File: config.mk
export PLATFORM = sky130hd
export DESIGN_NAME = alu_cmd_sequencer_flat
export DESIGN_NICKNAME = d
export VERILOG_FILES = /design/src/rtl/alu_cmd_sequencer_if.sv /design/src/rtl/alu_cmd_sequencer.sv /design/src/flat_wrapper.sv
export SDC_FILE = /design/constraint.sdc
export NUM_CORES = 1
export LEC_CHECK = 0
export ABC_AREA = 1
export ABC_CLOCK_PERIOD_IN_PS = 3200
export CAP_MARGIN = 20
export CORE_MARGIN = 2
export CORE_UTILIZATION = 40
export CTS_CLUSTER_DIAMETER = 150
export DETAILED_ROUTE_END_ITERATION = 8
export MAX_ROUTING_LAYER = met4
export SLEW_MARGIN = 20
export SYNTH_ARGS = -nofsm -noshare
export SYNTH_HDL_FRONTEND = slang
export SYNTH_SLANG_ARGS = --single-unit
File: constraint.sdc
create_clock -name clk -period 3.2 [get_ports clk]
set_input_delay 0.64 -clock clk [delete_from_list [all_inputs] [get_ports clk]]
set_output_delay 0.64 -clock clk [all_outputs]
set_load 0.01 [all_outputs]
File: src/rtl/alu_cmd_sequencer_if.sv
// Command, ALU and result signals of the ALU command sequencer.
// The slave modport is the sequencer; the master modport is its environment.
interface alu_cmd_sequencer_if #(
    parameter int CW = 3
);
    logic          cmd_valid;
    logic          cmd_ready;
    logic [3:0]    cmd_a;
    logic [3:0]    cmd_b;
    logic [2:0]    cmd_sel;

    logic [3:0]    alu_a;
    logic [3:0]    alu_b;
    logic [2:0]    alu_sel;
    logic [7:0]    alu_out;
    logic          alu_cflag;
    logic          alu_zflag;

    logic          res_valid;
    logic          res_ready;
    logic [7:0]    res_data;
    logic          res_cflag;
    logic          res_zflag;
    logic [2:0]    res_sel;
    logic          res_err;

    logic [CW-1:0] cmd_count;
    logic          busy;

    modport slave (
        input  cmd_valid, cmd_a, cmd_b, cmd_sel,
        input  alu_out, alu_cflag, alu_zflag,
        input  res_ready,
        output cmd_ready,
        output alu_a, alu_b, alu_sel,
        output res_valid, res_data, res_cflag, res_zflag, res_sel, res_err,
        output cmd_count, busy
    );

    modport master (
        output cmd_valid, cmd_a, cmd_b, cmd_sel,
        output alu_out, alu_cflag, alu_zflag,
        output res_ready,
        input  cmd_ready,
        input  alu_a, alu_b, alu_sel,
        input  res_valid, res_data, res_cflag, res_zflag, res_sel, res_err,
        input  cmd_count, busy
    );
endinterface

File: src/rtl/alu_cmd_sequencer.sv
// Issue stage for the 4-bit combinational ALU: queues commands, issues one at a
// time on registered operands, captures the result and traps divide-by-zero.
module alu_cmd_sequencer #(
    parameter int DEPTH = 4,
    parameter int CW    = $clog2(DEPTH) + 1
) (
    input logic                clk,
    input logic                rst,
    alu_cmd_sequencer_if.slave bus
);
    localparam int         AW     = $clog2(DEPTH);
    localparam logic [2:0] OP_DIV = 3'b011;

    typedef struct packed {
        logic [3:0] a;
        logic [3:0] b;
        logic [2:0] sel;
    } cmd_t;

    typedef enum logic [1:0] {IDLE, EXEC, DONE} state_t;

    cmd_t          mem [DEPTH];
    logic [AW-1:0] wr_ptr;
    logic [AW-1:0] rd_ptr;
    logic [CW-1:0] count;
    state_t        state;
    state_t        state_next;

    cmd_t head;
    logic full;
    logic empty;
    logic push;
    logic pop;
    logic head_trap;
    logic issue;
    logic trap;
    logic capture;
    logic retire;

    assign full      = (count == CW'(DEPTH));
    assign empty     = (count == '0);
    assign push      = bus.cmd_valid && !full;
    assign head      = mem[rd_ptr];
    assign head_trap = (head.sel == OP_DIV) && (head.b == 4'd0);

    assign bus.cmd_ready = !full;
    assign bus.cmd_count = count;
    assign bus.busy      = (state != IDLE) || !empty;

    // NOTE: the queue storage has no reset; only the pointers and count do,
    // so stale entries are never observed and the array maps onto plain RAM.
    always_ff @(posedge clk) begin
        if (push) begin
            mem[wr_ptr] <= '{a: bus.cmd_a, b: bus.cmd_b, sel: bus.cmd_sel};
        end
    end

    // NOTE: every signal gets a default before the case, so no path leaves a
    // value unassigned and no latch is inferred.
    always_comb begin
        state_next = state;
        pop        = 1'b0;
        issue      = 1'b0;
        trap       = 1'b0;
        capture    = 1'b0;
        retire     = 1'b0;
        case (state)
            IDLE, DONE: begin
                // DONE only moves on once the held result has been taken.
                if (state == IDLE || (bus.res_valid && bus.res_ready)) begin
                    if (!empty) begin
                        pop        = 1'b1;
                        trap       = head_trap;
                        issue      = !head_trap;
                        state_next = head_trap ? DONE : EXEC;
                    end else if (state == DONE) begin
                        retire     = 1'b1;
                        state_next = IDLE;
                    end
                end
            end
            EXEC: begin
                capture    = 1'b1;
                state_next = DONE;
            end
            default: state_next = IDLE;
        endcase
    end

    // NOTE: all state here is updated with non-blocking assignments so every
    // register samples the pre-edge values regardless of statement order.
    always_ff @(posedge clk) begin
        if (rst) begin
            state         <= IDLE;
            wr_ptr        <= '0;
            rd_ptr        <= '0;
            count         <= '0;
            bus.alu_a     <= '0;
            bus.alu_b     <= '0;
            bus.alu_sel   <= '0;
            bus.res_valid <= 1'b0;
            bus.res_data  <= '0;
            bus.res_cflag <= 1'b0;
            bus.res_zflag <= 1'b0;
            bus.res_sel   <= '0;
            bus.res_err   <= 1'b0;
        end else begin
            state <= state_next;
            if (push) wr_ptr <= wr_ptr + 1'b1;
            if (pop)  rd_ptr <= rd_ptr + 1'b1;
            count <= count + CW'(push) - CW'(pop);

            if (issue) begin
                bus.alu_a     <= head.a;
                bus.alu_b     <= head.b;
                bus.alu_sel   <= head.sel;
                bus.res_valid <= 1'b0;
            end
            // Divide-by-zero never reaches the ALU; the fixed trap result is
            // presented directly and may replace a just-consumed result.
            if (trap) begin
                bus.res_data  <= 8'hFF;
                bus.res_cflag <= 1'b1;
                bus.res_zflag <= 1'b0;
                bus.res_sel   <= OP_DIV;
                bus.res_err   <= 1'b1;
                bus.res_valid <= 1'b1;
            end
            if (capture) begin
                bus.res_data  <= bus.alu_out;
                bus.res_cflag <= bus.alu_cflag;
                bus.res_zflag <= bus.alu_zflag;
                bus.res_sel   <= bus.alu_sel;
                bus.res_err   <= 1'b0;
                bus.res_valid <= 1'b1;
            end
            if (retire) bus.res_valid <= 1'b0;
        end
    end
endmodule
File: src/flat_wrapper.sv
// flat-port wrapper written by rule: the top's interface ports become plain ports
module alu_cmd_sequencer_flat 
#(
    parameter int DEPTH = 4,
    parameter int CW    = $clog2(DEPTH) + 1
)
  (clk, rst, bus_cmd_valid, bus_cmd_a, bus_cmd_b, bus_cmd_sel, bus_alu_out, bus_alu_cflag, bus_alu_zflag, bus_res_ready, bus_cmd_ready, bus_alu_a, bus_alu_b, bus_alu_sel, bus_res_valid, bus_res_data, bus_res_cflag, bus_res_zflag, bus_res_sel, bus_res_err, bus_cmd_count, bus_busy);
  alu_cmd_sequencer_if #(.CW(CW)) bus_i ();
  input logic clk;
  input logic rst;
  input wire logic [$bits(bus_i.cmd_valid)-1:0] bus_cmd_valid;
  input wire logic [$bits(bus_i.cmd_a)-1:0] bus_cmd_a;
  input wire logic [$bits(bus_i.cmd_b)-1:0] bus_cmd_b;
  input wire logic [$bits(bus_i.cmd_sel)-1:0] bus_cmd_sel;
  input wire logic [$bits(bus_i.alu_out)-1:0] bus_alu_out;
  input wire logic [$bits(bus_i.alu_cflag)-1:0] bus_alu_cflag;
  input wire logic [$bits(bus_i.alu_zflag)-1:0] bus_alu_zflag;
  input wire logic [$bits(bus_i.res_ready)-1:0] bus_res_ready;
  output wire logic [$bits(bus_i.cmd_ready)-1:0] bus_cmd_ready;
  output wire logic [$bits(bus_i.alu_a)-1:0] bus_alu_a;
  output wire logic [$bits(bus_i.alu_b)-1:0] bus_alu_b;
  output wire logic [$bits(bus_i.alu_sel)-1:0] bus_alu_sel;
  output wire logic [$bits(bus_i.res_valid)-1:0] bus_res_valid;
  output wire logic [$bits(bus_i.res_data)-1:0] bus_res_data;
  output wire logic [$bits(bus_i.res_cflag)-1:0] bus_res_cflag;
  output wire logic [$bits(bus_i.res_zflag)-1:0] bus_res_zflag;
  output wire logic [$bits(bus_i.res_sel)-1:0] bus_res_sel;
  output wire logic [$bits(bus_i.res_err)-1:0] bus_res_err;
  output wire logic [$bits(bus_i.cmd_count)-1:0] bus_cmd_count;
  output wire logic [$bits(bus_i.busy)-1:0] bus_busy;
  assign bus_i.cmd_valid = bus_cmd_valid;
  assign bus_i.cmd_a = bus_cmd_a;
  assign bus_i.cmd_b = bus_cmd_b;
  assign bus_i.cmd_sel = bus_cmd_sel;
  assign bus_i.alu_out = bus_alu_out;
  assign bus_i.alu_cflag = bus_alu_cflag;
  assign bus_i.alu_zflag = bus_alu_zflag;
  assign bus_i.res_ready = bus_res_ready;
  assign bus_cmd_ready = bus_i.cmd_ready;
  assign bus_alu_a = bus_i.alu_a;
  assign bus_alu_b = bus_i.alu_b;
  assign bus_alu_sel = bus_i.alu_sel;
  assign bus_res_valid = bus_i.res_valid;
  assign bus_res_data = bus_i.res_data;
  assign bus_res_cflag = bus_i.res_cflag;
  assign bus_res_zflag = bus_i.res_zflag;
  assign bus_res_sel = bus_i.res_sel;
  assign bus_res_err = bus_i.res_err;
  assign bus_cmd_count = bus_i.cmd_count;
  assign bus_busy = bus_i.busy;
  alu_cmd_sequencer #(.DEPTH(DEPTH), .CW(CW)) u_core (.clk(clk), .rst(rst), .bus(bus_i));
endmodule
==> results of run 1 <==
## placed cells by master, fill, tap and decap left out, drive strengths merged, types with 2 or more instances in the layout
cell type	instances
o21ba	2
o22ai	4
o21ai	15
nor2	20
nand3	45
clkbuf	14
nand4	3
buf	7
ha	6
clkinv	2
dfxtp	37
inv	54
nand2	61
a21oi	18
edfxtp	44
or2	11
clkdlybuf4s50	55
## tightest hold or removal path: stages, from the launching register on
cell and delay (ns):
dfxtp_1 0.32, inv_1 0.05, a21oi_1 0.05
## area by class of cell
cell class | instances | area, um2 | area share (%)
Sequential cell | 81 | 2060 | 49.1
Multi-Input combinational cell | 192 | 1010 | 24.0
Timing Repair Buffer | 62 | 603 | 14.3
Inverter | 54 | 203 | 4.82
Clock buffer | 14 | 186 | 4.44
Tap cell | 105 | 131 | 3.13
Clock inverter | 2 | 10.0 | 0.238
## per-stage QoR
stage / setup WS, ns / utilization, % / std cells / hold WS [ns] / total power (uW)
final: 0.868 / 51.4 / 510 / 0.456 / 3710
after global routing: 0.783 / 51.4 / 510 / 0.494 / 4020
after floorplan: 0.745 / - / 341 / 0.436 / 2450
after global placement: 0.536 / 49.0 / 494 / 0.437 / 3010
after detailed placement: 0.527 / 49.0 / 494 / 0.449 / 3040
after CTS: 0.879 / 51.4 / 510 / 0.462 / 3770
## power by group through the flow
stage          sequential, uW  clock [uW]  combinational, uW
2_1_floorplan            1560           0                891
3_5_place_dp             1520           0               1520
6_report                 1490         722               1500
3_3_place_gp             1510           0               1490
4_1_cts                  1500         744               1530
5_1_grt                  1520         780               1720
## how the worst max path moves through the flow
stage | start | endpoint | cells after the start
final | bus_res_ready | u_core.bus.cmd_count[2]$_SDFF_PP0_ | 13
after global routing | bus_res_ready | u_core.bus.cmd_count[2]$_SDFF_PP0_ | 13
after CTS | u_core.bus.cmd_count[1]$_SDFF_PP0_ | bus_busy | 5
after detailed placement | bus_res_ready | u_core.bus.cmd_count[2]$_SDFF_PP0_ | 13
after global placement | bus_res_ready | u_core.bus.cmd_count[2]$_SDFF_PP0_ | 13
after floorplan | bus_res_ready | u_core.bus.cmd_count[2]$_SDFF_PP0_ | 13
## flip-flops by register name, indices dropped and copies added (netlist names), named ones only
| register | flops |
|---|---|
| u_core.bus.alu_a | 4 |
| u_core.bus.alu_b | 4 |
| u_core.bus.alu_sel | 3 |
| u_core.bus.cmd_count | 3 |
| u_core.bus.res_cflag | 1 |
| u_core.bus.res_data | 8 |
| u_core.bus.res_err | 1 |
| u_core.bus.res_sel | 3 |
| u_core.bus.res_valid | 1 |
| u_core.bus.res_zflag | 1 |
| u_core.mem | 44 |
| u_core.rd_ptr | 2 |
| u_core.state | 2 |
| u_core.wr_ptr | 2 |
## layer usage
layer  global-route usage [%]  share of wire [%]  routed length (um)
met5                        -                  0                   0
met4                     7.14                1.9                 126
met3                     2.92                4.5                 304
met2                     26.0                 46                3110
met1                     20.9                 47                3160
## kinds of logic after synthesis
group           count (synthesis)  synth area share [%]
flops                          81                  61.6
buf+inv                        68                  8.26
fa+ha+maj                       7                  2.84
compound gates                 42                  6.96
simple gates                  142                  20.0
xor+xnor                        1                 0.262
==> summary.md, run 1 <==
| Metric | Value |
|---|---|
| Status | finished clean |
| Min-Delay Path Class | flop to flop |
| Sw frac | 35.2% |
| Root buf cell | clkbuf_8 |
| Synth cell types | 31 |
| Tmin final | 2.33 ns |
| Crit path kind | primary input to flop |
| Worst R2R End | u_core.bus.res_cflag$_SDFFE_PP0P_ |
| Post-synth ARST share | 0% |
| Top post-synthesis cells by area | edfxtp_1 39%, dfxtp_1 22%, nand2_1 6.6% |
| Unrepaired setup endpoints after global routing | no |
| Syn-to-layout area delta | 25.6% |
| EDFF count, synth | 44 |
| Die Span X | around 95 um |
| Fin crit share | between 70% and 80% |
| Combinational fraction of design power | ~40% |
| Hold_buf cts | 0 |
| Post-detailed-route DRC marker count | 0 |
| Sink Count | 81 |
| CTS tree | yes |
| Setup Fix Bufs, Post-CTS | 0 |
| Drt total wl | 6700 um |
| Crit-path max FO | 2 |
| Starting Density | around two fifths |
| Count of max-cap constraint violations | 0 |
| Die Y | 95.5 um |
| Total negative setup slack | 0 ns |
| Final Hold Fails | 0 |
| Diode count | 0 |
| Hold EP | u_core.bus.res_err$_SDFFE_PP0P_ |
| Yosys Warn Count | 0 |
| Die Area | 9110 um2 |
| Number of buffers and inverters on the critical path | 5 |
| Mapped Cells | 341 |
| GRT overflow | 0 |
| Cell leakage power | 0.00172 uW |
| CP max-delay cell | clkdlybuf4s50_1 |
| Crit path cell chain | clkdlybuf4s50_1, nand2_1, o21ai_1, inv_1, nor3_4, ha_1, inv_1, ha_1, inv_1, fa_1, inv_1, o21ai_0, a21oi_1 |
| CTS H-tree depth | 3 |
| Min-delay src | u_core.bus.res_err$_SDFFE_PP0P_ |
| Power per Cell Area | 883 nW/um2 |
| Synth Cell Area | 3350 um2 |
| Arr. time, crit path | 2.61 ns |
| Vias in the first global route | 2,258 |
| Final #Nets | between 400 and 500 |
| R2R depth | 8 |
| Slew @ Worst Pin | 0.698 ns |
| Final Cell Area | 4200 um2 |
| PostCTS Resize Cnt | 0 |
| Total number of vias | ~2,400 |
| Hold Crit Depth | 2 |
| Max rail drop VDD | 0.000316 V |
| Reg clk slew, reported paths | 0.08 ns |
| Top-count cell post-synth | nand2_1 |
| Wire per inst | 13.1 um |
| Top Ports | 56 |
| Starting DRT DRC Count | 146 |
| Clock skew | 0.0105 ns |
| RePlAce Congestion | between 0.7 and 0.8 |
| Fraction of layout cells with a size suffix above 1 | 10.1% |
| Final setup violation count | 0 |
| Net Count, Synth | 373 |
| Worst EP required | ~3.5 ns |
| CTS buffer count | 9 |
| Worst-case clock buffer depth | 2 |
| Antenna-violating nets left | 0 |
| Clock power frac | 19.4% |
| Slew Viols, Final | 0 |
| Filler cells | 773 |
| Worst rel slew slack | between 50% and 60% |
| Worst-skew pair later-pin latency | 0.35 ns |
| Dpl cell area | 4010 um2 |
| Pin count of the biggest net entering global routing | 28 |
| Worst path most repeated cell | inv_1 |
| Tot GR Track Use | 16.5% |
| Detailed Place HPWL | 4450 um |
| Mean post-synth cell area | about 9.8 um2 |
| Vias per cell | 4.78 |
| Worst R2R Setup Slack | around 1.1 ns |
| Initial antenna violation count | 0 |
| Primary FF master, synth | edfxtp_1 |
| Delay of the slowest cell on the worst path | about 0.47 ns |
| Setup crit end kind | flop |
| Number of buffers added on ports | 55 |
| Psw | 1310 uW |
| Share of the synthesized area in the top cell type | approximately 39% |
| Pint | roughly 2400 uW |
| Drt first pass iters | 4 |
| Startpoint Class | primary input |
| Core area | 8180 um2 |
| Post-synth top cells | 59 x nand2_1, 53 x inv_1, 44 x edfxtp_1, 44 x nand3_1, 37 x dfxtp_1 |
| Seq/Total Area, Yosys | roughly three fifths |
| Fmax | around 430 MHz |
| Flop pwr share | 40.2% |
| Seq cells post-synth | 81 |
| CP delay by family, top | buffers and inverters |
| Cell Rows | 33 |
| Synth area leader | edfxtp_1 |
| First-pass GRT wire length | 11,000 um |
Power figures use the tool's default switching activity.
==> run 2, diff against run 1 <==
--- a/config.mk
+++ b/config.mk
@@ -6,7 +6,7 @@
 export NUM_CORES = 1
 export LEC_CHECK = 0
 export ABC_AREA = 1
-export ABC_CLOCK_PERIOD_IN_PS = 3200
+export ABC_CLOCK_PERIOD_IN_PS = 2380
 export CAP_MARGIN = 20
 export CORE_MARGIN = 2
 export CORE_UTILIZATION = 40
==> constraint.sdc (replaced) <==
create_clock -name clk -period 2.38 [get_ports clk]
set_input_delay 0.476 -clock clk [delete_from_list [all_inputs] [get_ports clk]]
set_output_delay 0.476 -clock clk [all_outputs]
set_load 0.01 [all_outputs]
==> summary.md, run 2 (synthesis gave the netlist of run 1 again) <==
| Metric | Value |
|---|---|
| Status | finished clean |
| Fraction of layout cells with a size suffix above 1 | 10.3% |
| Slew @ Worst Pin | 0.666 ns |
| CTS H-tree depth | 3 |
| Reg clk slew, reported paths | 0.08 ns |
| Detailed Place HPWL | 4520 um |
| Delay of the slowest cell on the worst path | roughly 0.47 ns |
| Crit path kind | primary input to flop |
| CP max-delay cell | clkdlybuf4s50_1 |
| Placed Cells | slightly below 500 |
| Die Area | around 9100 um2 |
| Tmin final | around 2.2 ns |
| PostCTS Resize Cnt | 0 |
| Starting DRT DRC Count | ~120 |
| Clock skew | 0.00522 ns |
| Pre-CTS setup slack | -0.129 ns |
| Pin count of the biggest net entering global routing | 28 |
| Drt first pass iters | 4 |
| Die Y | 95.5 um |
| Final setup violation count | 0 |
| Number of buffers added on ports | between 50 and 60 |
| Fmax | 463 MHz |
| Commonest cells after routing, fill and taps aside | 59 x nand2_1, 55 x clkdlybuf4s50_1, 53 x inv_1 |
| CTS tree | yes |
| Min-Delay Path Class | flop to flop |
| Worst rel slew slack | between 50% and 60% |
| Initial antenna violation count | 0 |
| Cell Rows | 33 |
| Cell leakage power | roughly 0.0017 uW |
| Regs by FF count | u_core.mem (44), u_core.bus.res_data (8) |
| Root buf cell | clkbuf_8 |
| Crit-path max FO | 2 |
| Vias per cell | ~4.7 |
| CP delay by family, top | buffers and inverters |
| Worst path most repeated cell | inv_1 |
| Syn-to-layout area delta | 25.5% |
| Max FFs per register | 44 |
| CTS buffer count | 9 |
| Unrepaired setup endpoints after global routing | no |
| Worst-skew pair later-pin latency | around 0.34 ns |
| PnR worst setup slack | 0.218 ns |
| Tot GR Track Use | between 15 and 20% |
| Antenna-violating nets left | 0 |
| First-pass GRT wire length | 11,000 um |
| Vias in the first global route | 2,251 |
| Arr. time, crit path | ~2.4 ns |
| Power Total | between 4000 and 5000 uW |
| Startpoint Class | primary input |
| Biggest register | u_core.mem |
| Starting Density | a little over 40% |
| Worst-case clock buffer depth | 2 |
| Total number of vias | 2,394 |
| Worst EP required | 2.66 ns |
| Die Span X | 95.5 um |
| Max rail drop VDD | approximately 0.00039 V |
| Slew Viols, Final | 0 |
| Core area | 8180 um2 |
| Total negative setup slack | 0 ns |
| Setup Fix Bufs, Post-CTS | 0 |
| Power per Cell Area | 1190 nW/um2 |
| Diode count | 0 |
| Hold_buf cts | 0 |
| Setup crit end kind | flop |
| Top Ports | 56 |
| Drt total wl | 6840 um |
| Count of max-cap constraint violations | 0 |
| Sink Count | 81 |
| Final Non-Filler Cells | between 500 and 600 |
| GRT overflow | 0 |
| Number of buffers and inverters on the critical path | 5 |
| Fin Hold WS | 0.453 ns |
| Post-detailed-route DRC marker count | 0 |
| Wire per inst | 13.4 um |
| Final Hold Fails | 0 |
| Fin crit share | 90.8% |
| RePlAce Congestion | 0.720 |
| Final #Nets | approximately 430 |
| Crit path cell chain | clkdlybuf4s50_1, nand2_1, o21ai_1, inv_1, nor3_4, ha_1, inv_1, ha_1, inv_1, fa_1, inv_1, o21ai_0, a21oi_1 |
| Commonest non-fill, non-tap cell in the layout | nand2_1 |
-- run 2: worst reg2reg max path: stages, from the launching register on --
cell	delay [ns]
dfxtp_1	0.43
inv_1	0.09
nand3b_1	0.09
inv_1	0.10
nor3_4	0.18
ha_1	0.25
inv_1	0.06
ha_1	0.13
inv_1	0.04
fa_1	0.35
inv_1	0.07
o21ai_0	0.08
a21oi_1	0.14
-- run 2: final timing paths --
check                                                         from                                 end  slack [ns]  cells after the start
worst min-delay path               u_core.bus.res_err$_SDFFE_PP0P_     u_core.bus.res_err$_SDFFE_PP0P_        0.45                      2
worst max register to register  u_core.bus.cmd_count[1]$_SDFF_PP0_  u_core.bus.cmd_count[2]$_SDFF_PP0_        0.33                     12
worst min register to register     u_core.bus.res_err$_SDFFE_PP0P_     u_core.bus.res_err$_SDFFE_PP0P_        0.45                      2
worst max-delay path                                 bus_res_ready  u_core.bus.cmd_count[2]$_SDFF_PP0_        0.22                     13
-- run 2: through the flow --
step / cell area (um2) / utilization (%)
CTS: 4200 / 51.4
global placement: 4010 / 49.1
floorplan: 3350 / -
detailed placement: 4010 / 49.1
global route: 4200 / 51.4
finish: 4200 / 51.4
-- run 2: per-layer routing --
layer / global-route usage, % / vias to the layer above / part of all wire (%)
li1: - / 1236 / -
met1: 20.6 / 1087 / 47
met2: 26.5 / 57 / 47
met3: 3.16 / 14 / 5.0
met4: 7.38 / 0 / 1.6
met5: - / - / 0
-- run 2: cell type report --
type | count | area, um2
fill | 760 | 3980
clock buffer | 10 | 128
timing repair buffer | 63 | 611
multi-input combinational | 192 | 1010
sequential | 81 | 2060
tap | 105 | 131
clock inverter | 6 | 58.8
inverter | 54 | 203
-- run 2: report_power, final --
group          switching [uW]  internal [uW]  leakage (uW)
Clock                     468            478     0.0000897
Combinational            1120            918      0.000919
Sequential                180           1810      0.000707
Total                    1770           3210       0.00172
